<file path="config.mk">
export PLATFORM = sky130hd
export DESIGN_NAME = rx_frame_arbiter
export DESIGN_NICKNAME = d
export VERILOG_FILES = /design/src/rtl/rx_pkg.sv /design/src/rtl/rr_pick.sv /design/src/rtl/rx_frame_arbiter.sv
export SDC_FILE = /design/constraint.sdc
export NUM_CORES = 1
export LEC_CHECK = 0
export BUFFER_PORTS_ARGS = -buffer_cell sky130_fd_sc_hd__buf_2
export CAP_MARGIN = 20
export CORE_AREA = 2 2 55 96
export CTS_BUF_LIST = sky130_fd_sc_hd__clkbuf_8
export DETAILED_ROUTE_END_ITERATION = 8
export DIE_AREA = 0 0 57 98
export GPL_TIMING_DRIVEN = 1
export PLACE_DENSITY = 0.89
export SLEW_MARGIN = 20
export SYNTH_ARGS = -nofsm -noshare
export SYNTH_HDL_FRONTEND = slang
export SYNTH_SLANG_ARGS = --single-unit
</file>
<file path="constraint.sdc">
create_clock -name clk -period 3.55 [get_ports clk]
set_input_delay 0.5325 -clock clk [delete_from_list [all_inputs] [get_ports clk]]
set_output_delay 0.5325 -clock clk [all_outputs]
set_load 0.03 [all_outputs]
</file>
<file path="src/rtl/rx_pkg.sv">
// Shared definitions for the receive-frame arbiter.
//   - FSM state encodings (legacy 2-bit constants)
//   - default inter-frame gap and maximum frame length
//   - counter and index widths used by the top level and rr_pick
package rx_pkg;

    localparam logic [1:0] ST_IDLE  = 2'd0;
    localparam logic [1:0] ST_PASS  = 2'd1;
    localparam logic [1:0] ST_DRAIN = 2'd2;
    localparam logic [1:0] ST_GAP   = 2'd3;

    localparam int unsigned IFG_DEFAULT     = 12;
    localparam int unsigned MAX_LEN_DEFAULT = 2047;

    localparam int unsigned LEN_W = 12;   // frame length counter width
    localparam int unsigned GAP_W = 8;    // inter-frame gap counter width
    localparam int unsigned IDX_W = 2;    // stream index width (up to 4 streams)

endpackage

</file>
<file path="src/rtl/rr_pick.sv">
// Round-robin picker.
// Ports:
//   req_i   - one request bit per stream
//   last_i  - index of the most recently granted stream
//   grant_o - one-hot grant, first requester at or after last_i+1 (wrapping)
//   valid_o - high when any request was granted
module rr_pick
    import rx_pkg::*;
#(
    parameter int unsigned N_PORTS = 3
) (
    input  logic [N_PORTS-1:0] req_i,
    input  logic [IDX_W-1:0]   last_i,
    output logic [N_PORTS-1:0] grant_o,
    output logic               valid_o
);

    always_comb begin
        int unsigned idx;
        idx     = 0;
        grant_o = '0;
        valid_o = 1'b0;
        // Walk the streams in priority order starting just after last_i.
        for (int unsigned k = 1; k <= N_PORTS; k++) begin
            idx = int'(unsigned'(last_i)) + k;
            if (idx >= N_PORTS) begin
                idx = idx - N_PORTS;
            end
            for (int unsigned j = 0; j < N_PORTS; j++) begin
                if (!valid_o && idx == j && req_i[j]) begin
                    grant_o[j] = 1'b1;
                    valid_o    = 1'b1;
                end
            end
        end
    end

endmodule

</file>
<file path="src/rtl/rx_frame_arbiter.sv">
// Receive-frame arbiter: forwards one filtered byte stream at a time to a
// single output, chosen round-robin among streams that start a frame while
// the arbiter is idle, with a minimum idle gap between granted frames and a
// maximum forwarded length.
// Ports:
//   clk       - single clock
//   rst       - asynchronous reset, active low
//   in_data   - one byte per stream, stream i at [8i+7:8i]
//   in_en     - per-stream frame-valid
//   port_mask - per-stream grant eligibility (0 = frames dropped)
//   data_out  - forwarded byte (0 whenever en_out is low)
//   en_out    - forwarded frame-valid, one cycle behind the input
//   sel_id    - index of the current/last granted stream
//   drop      - per-stream pulse in the cycle a frame start was not granted
//   overrun   - pulse when a granted frame is cut at MAX_LEN
module rx_frame_arbiter
    import rx_pkg::*;
#(
    parameter int unsigned N_PORTS    = 3,
    parameter int unsigned IFG_CYCLES = IFG_DEFAULT,
    parameter int unsigned MAX_LEN    = MAX_LEN_DEFAULT
) (
    input  logic                   clk,
    input  logic                   rst,
    input  logic [8*N_PORTS-1:0]   in_data,
    input  logic [N_PORTS-1:0]     in_en,
    input  logic [N_PORTS-1:0]     port_mask,
    output logic [7:0]             data_out,
    output logic                   en_out,
    output logic [IDX_W-1:0]       sel_id,
    output logic [N_PORTS-1:0]     drop,
    output logic                   overrun
);

    logic [1:0]         state_q, state_d;
    logic [IDX_W-1:0]   last_q, last_d;
    logic [IDX_W-1:0]   sel_q, sel_d;
    logic [N_PORTS-1:0] en_prev_q;
    logic               armed_q;
    logic [LEN_W-1:0]   len_q, len_d;
    logic [GAP_W-1:0]   gap_q, gap_d;
    logic [7:0]         data_q, data_d;
    logic               en_q, en_d;
    logic               ovr_q, ovr_d;

    logic [N_PORTS-1:0] start;
    logic [N_PORTS-1:0] cand;
    logic [N_PORTS-1:0] grant;
    logic               grant_vld;
    logic [IDX_W-1:0]   gidx;
    logic [7:0]         gdata;
    logic               sel_en;
    logic [7:0]         sel_data;

    // armed_q stays low for the first cycle after reset so a stream that was
    // already mid-frame across reset is seen as a continuation, not a start.
    assign start = armed_q ? (in_en & ~en_prev_q) : '0;
    assign cand  = (state_q == ST_IDLE) ? (start & port_mask) : '0;

    rr_pick #(
        .N_PORTS (N_PORTS)
    ) u_pick (
        .req_i   (cand),
        .last_i  (last_q),
        .grant_o (grant),
        .valid_o (grant_vld)
    );

    // Every start that is not the winner is dropped; outside IDLE the grant
    // vector is all-zero so all starts drop.
    assign drop = start & ~grant;

    always_comb begin
        sel_en   = 1'b0;
        sel_data = '0;
        gidx     = '0;
        gdata    = '0;
        for (int unsigned i = 0; i < N_PORTS; i++) begin
            if (sel_q == IDX_W'(i)) begin
                sel_en   = in_en[i];
                sel_data = in_data[8*i +: 8];
            end
            if (grant[i]) begin
                gidx  = IDX_W'(i);
                gdata = in_data[8*i +: 8];
            end
        end
    end

    always_comb begin
        state_d = state_q;
        last_d  = last_q;
        sel_d   = sel_q;
        len_d   = len_q;
        gap_d   = gap_q;
        data_d  = '0;
        en_d    = 1'b0;
        ovr_d   = 1'b0;
        case (state_q)
            ST_IDLE: begin
                if (grant_vld) begin
                    last_d  = gidx;
                    sel_d   = gidx;
                    len_d   = LEN_W'(1);
                    en_d    = 1'b1;
                    data_d  = gdata;
                    state_d = ST_PASS;
                end
            end
            ST_PASS: begin
                if (!sel_en) begin
                    gap_d   = GAP_W'(IFG_CYCLES);
                    state_d = ST_GAP;
                end else if (len_q == LEN_W'(MAX_LEN)) begin
                    ovr_d   = 1'b1;
                    state_d = ST_DRAIN;
                end else begin
                    len_d  = len_q + LEN_W'(1);
                    en_d   = 1'b1;
                    data_d = sel_data;
                end
            end
            ST_DRAIN: begin
                if (!sel_en) begin
                    gap_d   = GAP_W'(IFG_CYCLES);
                    state_d = ST_GAP;
                end
            end
            ST_GAP: begin
                // Counter is loaded with IFG_CYCLES, so GAP lasts exactly
                // that many cycles before IDLE.
                if (gap_q <= GAP_W'(1)) begin
                    gap_d   = '0;
                    state_d = ST_IDLE;
                end else begin
                    gap_d = gap_q - GAP_W'(1);
                end
            end
            default: begin
                state_d = ST_IDLE;
            end
        endcase
    end

    always_ff @(posedge clk or negedge rst) begin
        if (!rst) begin
            state_q   <= ST_IDLE;
            last_q    <= IDX_W'(N_PORTS - 1);
            sel_q     <= '0;
            en_prev_q <= '0;
            armed_q   <= 1'b0;
            len_q     <= '0;
            gap_q     <= '0;
            data_q    <= '0;
            en_q      <= 1'b0;
            ovr_q     <= 1'b0;
        end else begin
            state_q   <= state_d;
            last_q    <= last_d;
            sel_q     <= sel_d;
            en_prev_q <= in_en;
            armed_q   <= 1'b1;
            len_q     <= len_d;
            gap_q     <= gap_d;
            data_q    <= data_d;
            en_q      <= en_d;
            ovr_q     <= ovr_d;
        end
    end

    assign data_out = data_q;
    assign en_out   = en_q;
    assign sel_id   = sel_q;
    assign overrun  = ovr_q;

endmodule
</file>
# Word level (Yosys, flattened, before mapping)
# Cells that the tools add are included.
# classes
muxes	57
n_reduce_logical	37
n_lt_le_gt_ge	4
add_sub_neg	8
bitwise_logic	5
n_eq_ne	19
# op_table
cell	n
$eq 32x1->1 const B	3
$eq 32x2->1 const B	3
$ge 32x2->1 const B	3
$logic_not 32->1	3
$mux 32	3
$sub 32x2->32 const B	3
$mux 8	11
$mux 12	3
$pmux 8 s2	2
$mux 1	27
$pmux 12 s2	1
$logic_and 1x1->1	17
$add 12x1->12 const B	1
$eq 12x11->1 const B	1
$mux 2	6
$ne 2x2->1 const B	6
$and 3x3->3	3
$le 8x1->1 const B	1
$logic_not 1->1	8
$pmux 2 s4	1
$reduce_and 4->1	2
$sub 8x1->8 const B	1
$add 2x2->3 const B	2
$eq 2x2->1 const B	3
10 further kinds	16
# totals
wordCells	140
output_inout_bits	15
inputBits	32
ff_bits	40

# Depth between registers and ports, before layout
# Gate-level depths: netlist (run 1).
# depth
word_depth	42
mapped_depth	10
mapped_depth_nobuf	8

# Modules after synthesis
# From an unflattened synthesis (run 1), not the netlist that was laid out.
# hier_totals
hier_cells	281
hier_area_um2	2484.9
# modules_own_cells
module	area_per_inst_um2	cells_per_inst	n_inst	seq_area_each_um2
rx_frame_arbiter	2332.2	260	1	977.2
rr_pick	152.6	21	1	0.0

# Worst setup path before layout (run 1)
# Ideal clock, no wire load.
# synth_timing
path_kind	flip-flop to output port
start	register state_q[0]
end	output drop[1]
path_buffers	0
slack_ns	0.545
t_arrival_ns	2.473
stages_incl_launch_ff	8
required_ns	3.017
path_cell_list	dfrtp_1 inv_1 ha_1 and4b_4 and3_4 o31a_1 nor2_2 nor4bb_1
# synth_between
elab_chain_cells	34
# synth_rtl
element	line_no	rtl
from (decl)	rx_frame_arbiter.sv:35	logic [1:0] state_q, state_d;
from (signal assigned)	rx_frame_arbiter.sv:158	state_q <= state_d;
$logic_not 2->1 (*)	rx_frame_arbiter.sv:58	assign cand = (state_q == ST_IDLE) ? (start & port_mask) : '0;
$mux 3 (*)	rx_frame_arbiter.sv:58	
$logic_and 1x1->1	rr_pick.sv:30	if (!valid_o && idx == j && req_i[j]) begin
$mux 1	rr_pick.sv:30	
$logic_not 1->1	rr_pick.sv:30	
$logic_and 1x1->1 (2 in a row)	rr_pick.sv:30	
$mux 1	rr_pick.sv:30	
$logic_not 1->1	rr_pick.sv:30	
[... 15 more ...]	n/a	
$logic_not 1->1	rr_pick.sv:30	
$logic_and 1x1->1 (2 in a row)	rr_pick.sv:30	
$mux 1	rr_pick.sv:30	
$logic_not 1->1	rr_pick.sv:30	
$logic_and 1x1->1 (2 in a row)	rr_pick.sv:30	
$mux 1 (*)	rr_pick.sv:30	
$not 3->3 (*)	rx_frame_arbiter.sv:71	assign drop = start & ~grant;
$and 3x3->3 (*)	rx_frame_arbiter.sv:71	
to (decl)	rx_frame_arbiter.sv:31	output logic [N_PORTS-1:0] drop,
# Mark *: on every way between the ends. The rest lies on a longest branch, timed or not.

# Worst setup path in the final report (run 1)
# layout_timing
start	register last_q[0]
end	output drop[2]
# layout_between
elab_chain_cells	40
# layout_rtl
element	line_no	rtl
from (decl)	rx_frame_arbiter.sv:36	logic [IDX_W-1:0] last_q, last_d;
from (signal assigned)	rx_frame_arbiter.sv:148	last_q <= IDX_W'(N_PORTS - 1);
from (signal assigned)	rx_frame_arbiter.sv:159	last_q <= last_d;
$add 2x1->3	rr_pick.sv:25	idx = int'(unsigned'(last_i)) + k;
$sub 32x2->32 or $ge 32x2->1 (tied branches)	rr_pick.sv:27, rr_pick.sv:26	
$mux 32	rr_pick.sv:26	if (idx >= N_PORTS) begin
$logic_not 32->1	rr_pick.sv:30	
$logic_and 1x1->1	rr_pick.sv:30	
$mux 1	rr_pick.sv:30	
$logic_not 1->1	rr_pick.sv:30	
$logic_and 1x1->1 (2 in a row)	rr_pick.sv:30	
[... 21 more ...]	n/a	
$logic_not 1->1	rr_pick.sv:30	
$logic_and 1x1->1 (2 in a row)	rr_pick.sv:30	
$mux 1	rr_pick.sv:30	
$logic_not 1->1	rr_pick.sv:30	
$logic_and 1x1->1 (2 in a row)	rr_pick.sv:30	
$mux 1 (*)	rr_pick.sv:30	
$not 3->3 (*)	rx_frame_arbiter.sv:71	
$and 3x3->3 (*)	rx_frame_arbiter.sv:71	
# Marked as above.

==> results.toml, run 1 <==
[cts]
cts.sinks = 39
cts_buffers = 5
hold_buffers = 0
root_buffer = "clkbuf_8"
cts_max_level = 2
clock_path_buffers = 2
clock_latency_ps = 290
post_cts_resized = 0
clk_pin_slew_worst_paths_ps = 80
cts_tree = "built"
postCtsSetupBuffers = 0

[synth]
syn_area_per_cell_sq_um = 8.63
synth_area_leader_cell = "dfrtp_1"
ys_seq_area_share_pct = 36.2
synth-async-reset-ratio_pct = 100
synth-warning-count = 0
synth_area_leaders = "dfrtp_1 (35%), o21ai_0 (6.7%), ha_1 (5.1%)"
synthesis.nets = 356
ys_types = 61
synth_edf_count = 0
syn_area_sq_um = 2700
syn_inst = 313
synth_flop_cell = "dfrtp_1"
synth-seq-cells = 39
yosys.area.top_type_share_pct = 35.2

[pwr]
internal_power_uw = 1110
power.total_uw = 2080
seqPwrFrac_pct = 31.8
powerDensity_nw_per_um2 = 682
switching_share_pct = 46.6
ir_drop_v = 0.000540
p_leak_uw = 0.00132
pwr-share-comb_pct = 54.5
clock_power_share_pct = 13.6
p_switching_uw = 966

[finish]
fillCellCount = 423
n_antenna_cell = 0
finalNetCount = 399
final_common_cell = "buf_2"
fin_area_sq_um = 3040
drive_above_1_share_pct = 20.2
area_growth_pct = 12.6
fin_util_pct = 62.8
mostFrequentLayoutCells = "buf_2 (46), dfrtp_1 (38), o21ai_0 (36), nand2_1 (35), nor2_1 (23)"

[sta]
worst_slew_pin_slew_ps = 912
slew_viol_final = 0
rsz0062_at_grt = "false"
fin_crit_sh_pct = 94.6
fin_tns_setup_ps = 0
max_freq_ghz = 0.298
fin_skew_ps = 6.25
finalHoldViolations = 0
setup_viol = 0
fin_crit_ps = 3360
max-slew-margin-rel_pct = 39.1

[floorplanning]
fp.dieW_um = 57
num_rows = 34
start_util_pct = 55.7
core_area_sq_um = 4850
io_pins = 47
dieHeight_um = 98
dieArea_sq_um = 5590

[setup_path]
crit_slowest_cell = "dfrtp_1"
critPathRequiredTime_ps = 3020
critPathCaptureType = "output pin"
r2r_setup_slack_ps = 660
r2r_start = "last_q[0]$_DFFE_PN0P_"
worstSetupStartpoint = "last_q[0]$_DFFE_PN0P_"
path_class = "reg2out"
crit_top_cell = "nor2_1"
cp_max_fo = 15
max_stage_delay_ps = 640
arrival_ps = 2830
cp_cell_sequence = "inv_1 > ha_1 > nor2_1 > nor3_1 > o31ai_1 > a41o_1 > nor2_1 > buf_2"
cp-start-kind = "flip-flop"

[route]
vias_per_cell = 6.48
routed_wl_um = 6950
dr.first_iter.drc_count = 153
first_pass_iters = 5
final_antenna_net_count = 0
via_count = 2665
wl_per_cell_um = 16.9
drc = 0

[global_route]
antenna_found_initial = 0
grt-ovfl-total = 0
grt_pass1_wl_um = 11800
grt_usage_pct = 25.8
grt_max_degree = 40
grt_pass1_vias = 2746

[run]
cap_violations = 0

[hold_path]
hold_path_class = "in2async"

[placed_design]
portBuffers = 46
dpl-instance-area_sq_um = 2960
dp_hpwl_um = 5160
finalWeightedCongestion = 0.949

[status]
outcome = "completed"
[final timing paths]
kind                                           to  cells past startpoint
setup reg to reg           state_q[1]$_DFFE_PN0P_                      8
setup / recovery                          drop[2]                      8
max in group asynchronous    len_q[3]$_DFFE_PN0P_                      1
min in group clk           en_prev_q[2]$_DFF_PN0_                      1
hold / removal              len_q[10]$_DFFE_PN0P_                      1
hold reg to reg              gap_q[7]$_DFFE_PN0P_                      1
[cells in the mapped netlist, types with 4 or more instances]
cell type	number
dfrtp_1	38
o21ai_0	36
nand2_1	35
nor2_1	23
a21oi_1	14
nand3_1	13
mux2i_1	12
ha_1	11
inv_1	11
nor3_1	10
o21ai_1	9
a221oi_1	8
o211ai_1	7
nand3b_1	6
or3_1	6
buf_2	5
clkbuf_1	5
o31ai_1	5
o31a_1	4
[metrics by stage]
stage          std cells  worst slack, ps  hold WS [ps]
2_1_floorplan        313              545           237
3_3_place_gp         403              748           482
3_5_place_dp         403              614           503
4_1_cts              411              292           386
5_1_grt              411             98.5           383
6_report             411              192           369
[cell type report]
cell class / instances / area [sq um] / share of cell area [%]
repair buffers: 50 / 260 / 8.55
flip-flops and latches: 39 / 977 / 32.1
inverters: 11 / 41.3 / 1.36
clock inverters: 3 / 12.5 / 0.411
multi-input cells: 249 / 1620 / 53.1
well taps: 54 / 67.6 / 2.22
clock buffers: 5 / 68.8 / 2.26
[power by group through the flow]
stage	registers [uW]	clock network, uW	logic, uW
finish	660	283	1130
global route	674	308	1250
CTS	658	289	1120
detailed placement	667	0	1110
global placement	659	0	1080
floorplan	695	0	817
[critical path, delay by kind of cell (launching register included)]
kind,cells,cell delay [ps]
buf+inv,2,350
compound gates,2,780
flops,1,640
simple gates,3,460
fa+ha+maj,1,300
[layer usage]
layer  wire, um  track usage (%)  vias to the layer above
met5          0                0                        -
li1           -                -                     1250
met3        380             4.11                       21
met2       3800             46.3                      114
met1       2560             27.6                     1280
met4        222             14.7                        0
[logic make-up after synthesis]
logic type,count (synthesis),share of synthesized area (%)
AO/OA/AOI/OAI,107,26.3
AND/OR/NAND/NOR,117,23.5
buffers and inverters,25,4.03
other,1,0.139
adder cells (fa/ha/maj),11,5.09
flip-flops,39,36.2
multiplexers,13,4.86
[sequential cells by signal (all words and copies together), names as in the netlist]
name       count
state_q        2
overrun        1
armed_q        1
data_out       8
sel_id         1
en_prev_q      3
last_q         2
gap_q          8
len_q         12
en_out         1
Note: power is estimated with default switching activity, not from simulation.
==> run 2: changes to the inputs <==
- PLACE_DENSITY: 0.89 -> 0.9
- REMOVE_ABC_BUFFERS: not set -> 1
==> run 2 against run 1 <==
Utilization is 0.10 points higher. Clock-buffer cell count is 2 higher. Via count is 1.2% lower. Register-to-register slack better by 100 ps. Clock skew is 3.3 ps lower. Setup slack better by 230 ps. Sequential share of layout area hardly changed. Worst hold slack worse by 4.9 ps. Combinational power hardly changed. Cell count is 0.49% lower. Global-route usage hardly changed.
==> results.toml, run 2 (synthesized netlist as in run 1, its figures left out) <==
[status]
outcome = "completed"

[sta]
fin_hold_ws_ps = 364
worst_slew_pin_slew_ps = 906
rsz0062_at_grt = "false"
max-slew-margin-rel_pct = 39.4
fin_crit_ps = 3130
setup_viol = 0
fin_crit_sh_pct = 88.1
slew_viol_final = 0
fin_ws_ps = 423
fin_skew_ps = 2.97
max_freq_ghz = 0.320
fin_tns_setup_ps = 0
finalHoldViolations = 0

[setup_path]
crit_slowest_cell = "dfrtp_2"
crit_top_cell = "nor2_1"
cp-start-kind = "flip-flop"
critPathCaptureType = "output pin"
path_class = "reg2out"
max_stage_delay_ps = 520
cp_max_fo = 15
cp_cell_sequence = "inv_1 > ha_1 > nor2_1 > nor3_1 > o31ai_1 > a41o_1 > nor2_1 > buf_2"
critPathRequiredTime_ps = 3020
arrival_ps = 2590

[pwr]
powerDensity_nw_per_um2 = 697
p_leak_uw = 0.00131
ir_drop_v = 0.000537

[run]
cap_violations = 0

[route]
vias_per_cell = 6.44
final_antenna_net_count = 0
wl_per_cell_um = 16.7
routed_wl_um = 6830
via_count = 2634
dr.first_iter.drc_count = 138
drc = 0
first_pass_iters = 5

[floorplanning]
core_area_sq_um = 4850
num_rows = 34
fp.dieW_um = 57
dieHeight_um = 98
start_util_pct = 55.7
io_pins = 47
dieArea_sq_um = 5590

[finish]
fin_util_pct = 62.9
fillCellCount = 443
final_common_cell = "buf_2"
largest_reg_flops = 12
finalNetCount = 397
drive_above_1_share_pct = 20.3
top_register = "len_q"
area_growth_pct = 12.8
mostFrequentLayoutCells = "buf_2 (46), dfrtp_1 (37), o21ai_0 (36), nand2_1 (35), nor2_1 (23)"
n_antenna_cell = 0

[cts]
cts_buffers = 5
clock_latency_ps = 290
postCtsSetupBuffers = 0
clock_path_buffers = 2
clk_pin_slew_worst_paths_ps = 70
cts_tree = "built"
cts.sinks = 39
cts_max_level = 2
root_buffer = "clkbuf_8"
hold_buffers = 0

[placed_design]
dpl_worst_slack_ps = 626
portBuffers = 46
dp_hpwl_um = 5030
finalWeightedCongestion = 0.949

[global_route]
grt-ovfl-total = 0
grt_usage_pct = 25.8
grt_max_degree = 40
grt_pass1_wl_um = 11700
antenna_found_initial = 0
grt_pass1_vias = 2692

[hold_path]
hold_path_class = "in2async"
[run 2: cell count changes in the layout (fill, tap and decap cells not counted), sizes merged]
cell / change
clkbuf: +2
buf: -2
clkinv: -1
inv: -1
[run 2: cell type report]
class                   instances  area [sq um]  area share, %
clock inverters                 1          3.75          0.123
multi-input cells             249          1620           53.0
flip-flops and latches         39           978           32.1
clock buffers                   7          96.3           3.16
inverters                      11          41.3           1.35
well taps                      54          67.6           2.22
repair buffers                 48           245           8.04
[run 2: stage by stage]
step / std cells / power (uW) / area (sq um)
2_1_floorplan: 299 / 1470 / 2640
3_3_place_gp: 401 / 1740 / 2950
3_5_place_dp: 401 / 1780 / 2950
4_1_cts: 409 / 2110 / 3050
5_1_grt: 409 / 2270 / 3050
6_report: 409 / 2120 / 3050
[run 2: power by group]
part | total [uW] | internal, uW | switching, uW
combinational | 1110 | 424 | 682
clock | 331 | 175 | 157
sequential | 687 | 554 | 134
total | 2120 | 1150 | 972
[run 2: final timing paths]
check	startpoint	endpoint	slack, ps	cells past startpoint
max	last_q[0]$_DFFE_PN0P_	drop[2]	420	8
min	rst	len_q[11]$_DFFE_PN0P_	360	1
max reg2reg	len_q[0]$_DFFE_PN0P_	state_q[1]$_DFFE_PN0P_	760	7
min reg2reg	gap_q[7]$_DFFE_PN0P_	gap_q[7]$_DFFE_PN0P_	520	1
max in group asynchronous	rst	last_q[0]$_DFFE_PN0P_	2580	1
min in group clk	in_en[1]	en_prev_q[1]$_DFF_PN0_	390	1
[run 2: per-layer routing]
layer  track usage [%]  vias up  wire length, um
met2              49.3       98             3850
met4              13.4        0              214
met1              25.3     1263             2500
met5                 0        -                0
li1                  -     1249                -
met3              3.97       24              274
[run 2: worst max-delay path: cells and delay by family, from the launching register on]
| kind | cells | cell delay (ps) |
|---|---|---|
| AOI/OAI and AO/OA | 2 | 730 |
| DFF | 1 | 520 |
| and+or+nand+nor | 3 | 450 |
| buffers and inverters | 2 | 320 |
| adders and majority gates | 1 | 280 |
[run 2: repair_timing]
| action | 4_1_cts | 5_1_grt |
|---|---|---|
| endpoints found under the setup margin | 0 | 1 |
| hold endpoints to repair | 0 | 0 |
| resized for setup | 0 | 1 |
==> run 3: changes to the inputs <==
- ABC_AREA: not set -> 1
- CORE_AREA: 2 2 55 96 -> 2 2 55 95
- DIE_AREA: 0 0 57 98 -> 0 0 57 97
==> run 3 against run 2 <==
Clock skew is 3.0 ps higher. Area after synthesis is 1.3% lower. Critical path depth is 1 higher. Largest cell class unchanged.
==> results.toml, run 3 <==
[route]
wl_met3_um = 297
dr.first_iter.drc_count = 106
met1_length_um = 2360
routed_wl_um = 6560
top_layer_used = "met4"
wl_per_cell_um = 13.8
first_pass_iters = 5
via_count = 2677
final_antenna_net_count = 0
met2_length_um = 3680
drc = 0
vias_per_cell = 5.62

[synth]
synth_area_leaders = "dfrtp_1 (36%), nand2_1 (16%), inv_1 (6.3%)"
synth-warning-count = 0
synth_flop_cell = "dfrtp_1"
syn_area_sq_um = 2670
ys_seq_area_share_pct = 36.6
syn_inst = 375
yosys.area.top_type_share_pct = 35.6
synth_edf_count = 0
synth-async-reset-ratio_pct = 100
synthTopCellsByCount = "nand2_1 (111), inv_1 (45), dfrtp_1 (38)"
synth_area_leader_cell = "dfrtp_1"
syn_area_per_cell_sq_um = 7.11
ys_types = 40
synth_most_common_cell = "nand2_1"
synth-seq-cells = 39

[floorplanning]
num_rows = 33
core_area_sq_um = 4710
io_pins = 47
dieArea_sq_um = 5530
dieHeight_um = 97
start_util_pct = 56.7
fp.dieW_um = 57

[sta]
rsz0062_at_grt = "false"
finalHoldViolations = 0
worst_slew_pin_slew_ps = 873
setup_viol = 0
max_freq_ghz = 0.319
fin_tns_setup_ps = 0
fin_crit_sh_pct = 88.2
max-slew-margin-rel_pct = 41.8
slew_viol_final = 0
fin_skew_ps = 5.97
fin_crit_ps = 3130

[cts]
cts.sinks = 39
clk_pin_slew_worst_paths_ps = 80
clock_latency_ps = 290
clock_path_buffers = 2
cts_tree = "built"
cts_buffers = 5
hold_buffers = 0
post_cts_resized = 0
cts_max_level = 2
postCtsSetupBuffers = 0
root_buffer = "clkbuf_8"

[setup_path]
critPathCaptureType = "output pin"
r2r_setup_slack_ps = 1050
arrival_ps = 2600
path_class = "reg2out"
cp_max_fo = 9
critPathRequiredTime_ps = 3020
cp-start-kind = "flip-flop"

[global_route]
grt_usage_pct = 25.0
grt_pass1_vias = 2684
grt-ovfl-total = 0
antenna_found_initial = 0
grt_pass1_wl_um = 11300
grt_max_degree = 40

[finish]
final_common_cell = "nand2_1"
mostFrequentLayoutCells = "nand2_1 (111), buf_2 (46), inv_1 (45), dfrtp_1 (38), nand3_1 (31)"
fillCellCount = 391
multiInputGateArea_sq_um = 1440
fin_area_sq_um = 3070
drive_above_1_share_pct = 20.3
area_growth_pct = 14.9
n_antenna_cell = 0
seqCellArea_sq_um = 977
top_register = "len_q"
largest_reg_flops = 12
finalNetCount = 466

[run]
cap_violations = 0

[pwr]
p_leak_uw = 0.00168
power.total_uw = 2260
ir_drop_v = 0.000556
powerDensity_nw_per_um2 = 738

[placed_design]
finalWeightedCongestion = 0.994
dp_hpwl_um = 4860
portBuffers = 46
dpl-instance-area_sq_um = 2930

[status]
outcome = "completed"

[hold_path]
hold_path_class = "in2async"
## run 3: cell count changes after synthesis, moves of 12 or more
cell | previous run | this run
nand2_1 | 35 | 111
inv_1 | 11 | 45
o21ai_0 | 36 | 15
nand3_1 | 13 | 31
mux2i_1 | 12 | 0
## run 3: layer usage
metal	GRT usage [%]	up-vias
li1	-	1298
met1	25.7	1250
met3	2.94	25
met4	12.5	0
met5	0	-
met2	47.2	104
## run 3: where the power goes
group | switching (uW) | total, uW | internal [uW]
Clock | 168 | 449 | 280
Combinational | 813 | 1160 | 345
Sequential | 91.2 | 656 | 565
## run 3: cell families (layout without fill, tap and decap cells)
logic type,count (synthesis),after routing,synth area share (%)
simple gates,209,209,35.3
buf+inv,61,110,9.38
compound gates,48,48,11.4
flops,39,39,36.6
fa+ha+maj,11,11,5.16
xor+xnor,6,6,1.97
other cells,1,1,0.141
## run 3: area by class of cell
class,instances,area share [%]
multi-input combinational,275,47.0
sequential,39,31.9
timing repair buffer,47,7.76
inverter,55,6.82
clock buffer,5,2.24
clock inverter,3,2.20
tap,52,2.12
## run 3: worst max-delay path, stage by stage (launching register included)
cell and delay [ps]:
dfrtp_1 480, inv_2 150, ha_1 300, inv_1 50, nand3b_1 130, nand3_1 150
nor2_2 190, nand4_1 370, and3_1 310, buf_2 180
## run 3: final timing paths
check	end	start	cells past startpoint
min in group clk	en_prev_q[0]$_DFF_PN0_	in_en[0]	1
max in group asynchronous	gap_q[5]$_DFFE_PN0P_	rst	1
max reg2reg	len_q[4]$_DFFE_PN0P_	state_q[0]$_DFFE_PN0P_	13
min	len_q[8]$_DFFE_PN0P_	rst	1
max	drop[0]	last_q[0]$_DFFE_PN0P_	9
min reg2reg	len_q[3]$_DFFE_PN0P_	len_q[3]$_DFFE_PN0P_	2
## run 3: through the flow
| stage | std cells | setup slack (ps) | utilization [%] | hold WS (ps) |
|---|---|---|---|---|
| 6_report | 476 | 420 | 65.1 | 344 |
| 5_1_grt | 476 | 220 | 65.1 | 370 |
| 3_3_place_gp | 468 | 896 | 62.2 | 481 |
| 3_5_place_dp | 468 | 847 | 62.2 | 487 |
| 2_1_floorplan | 369 | 707 | - | 237 |
| 4_1_cts | 476 | 459 | 65.1 | 363 |
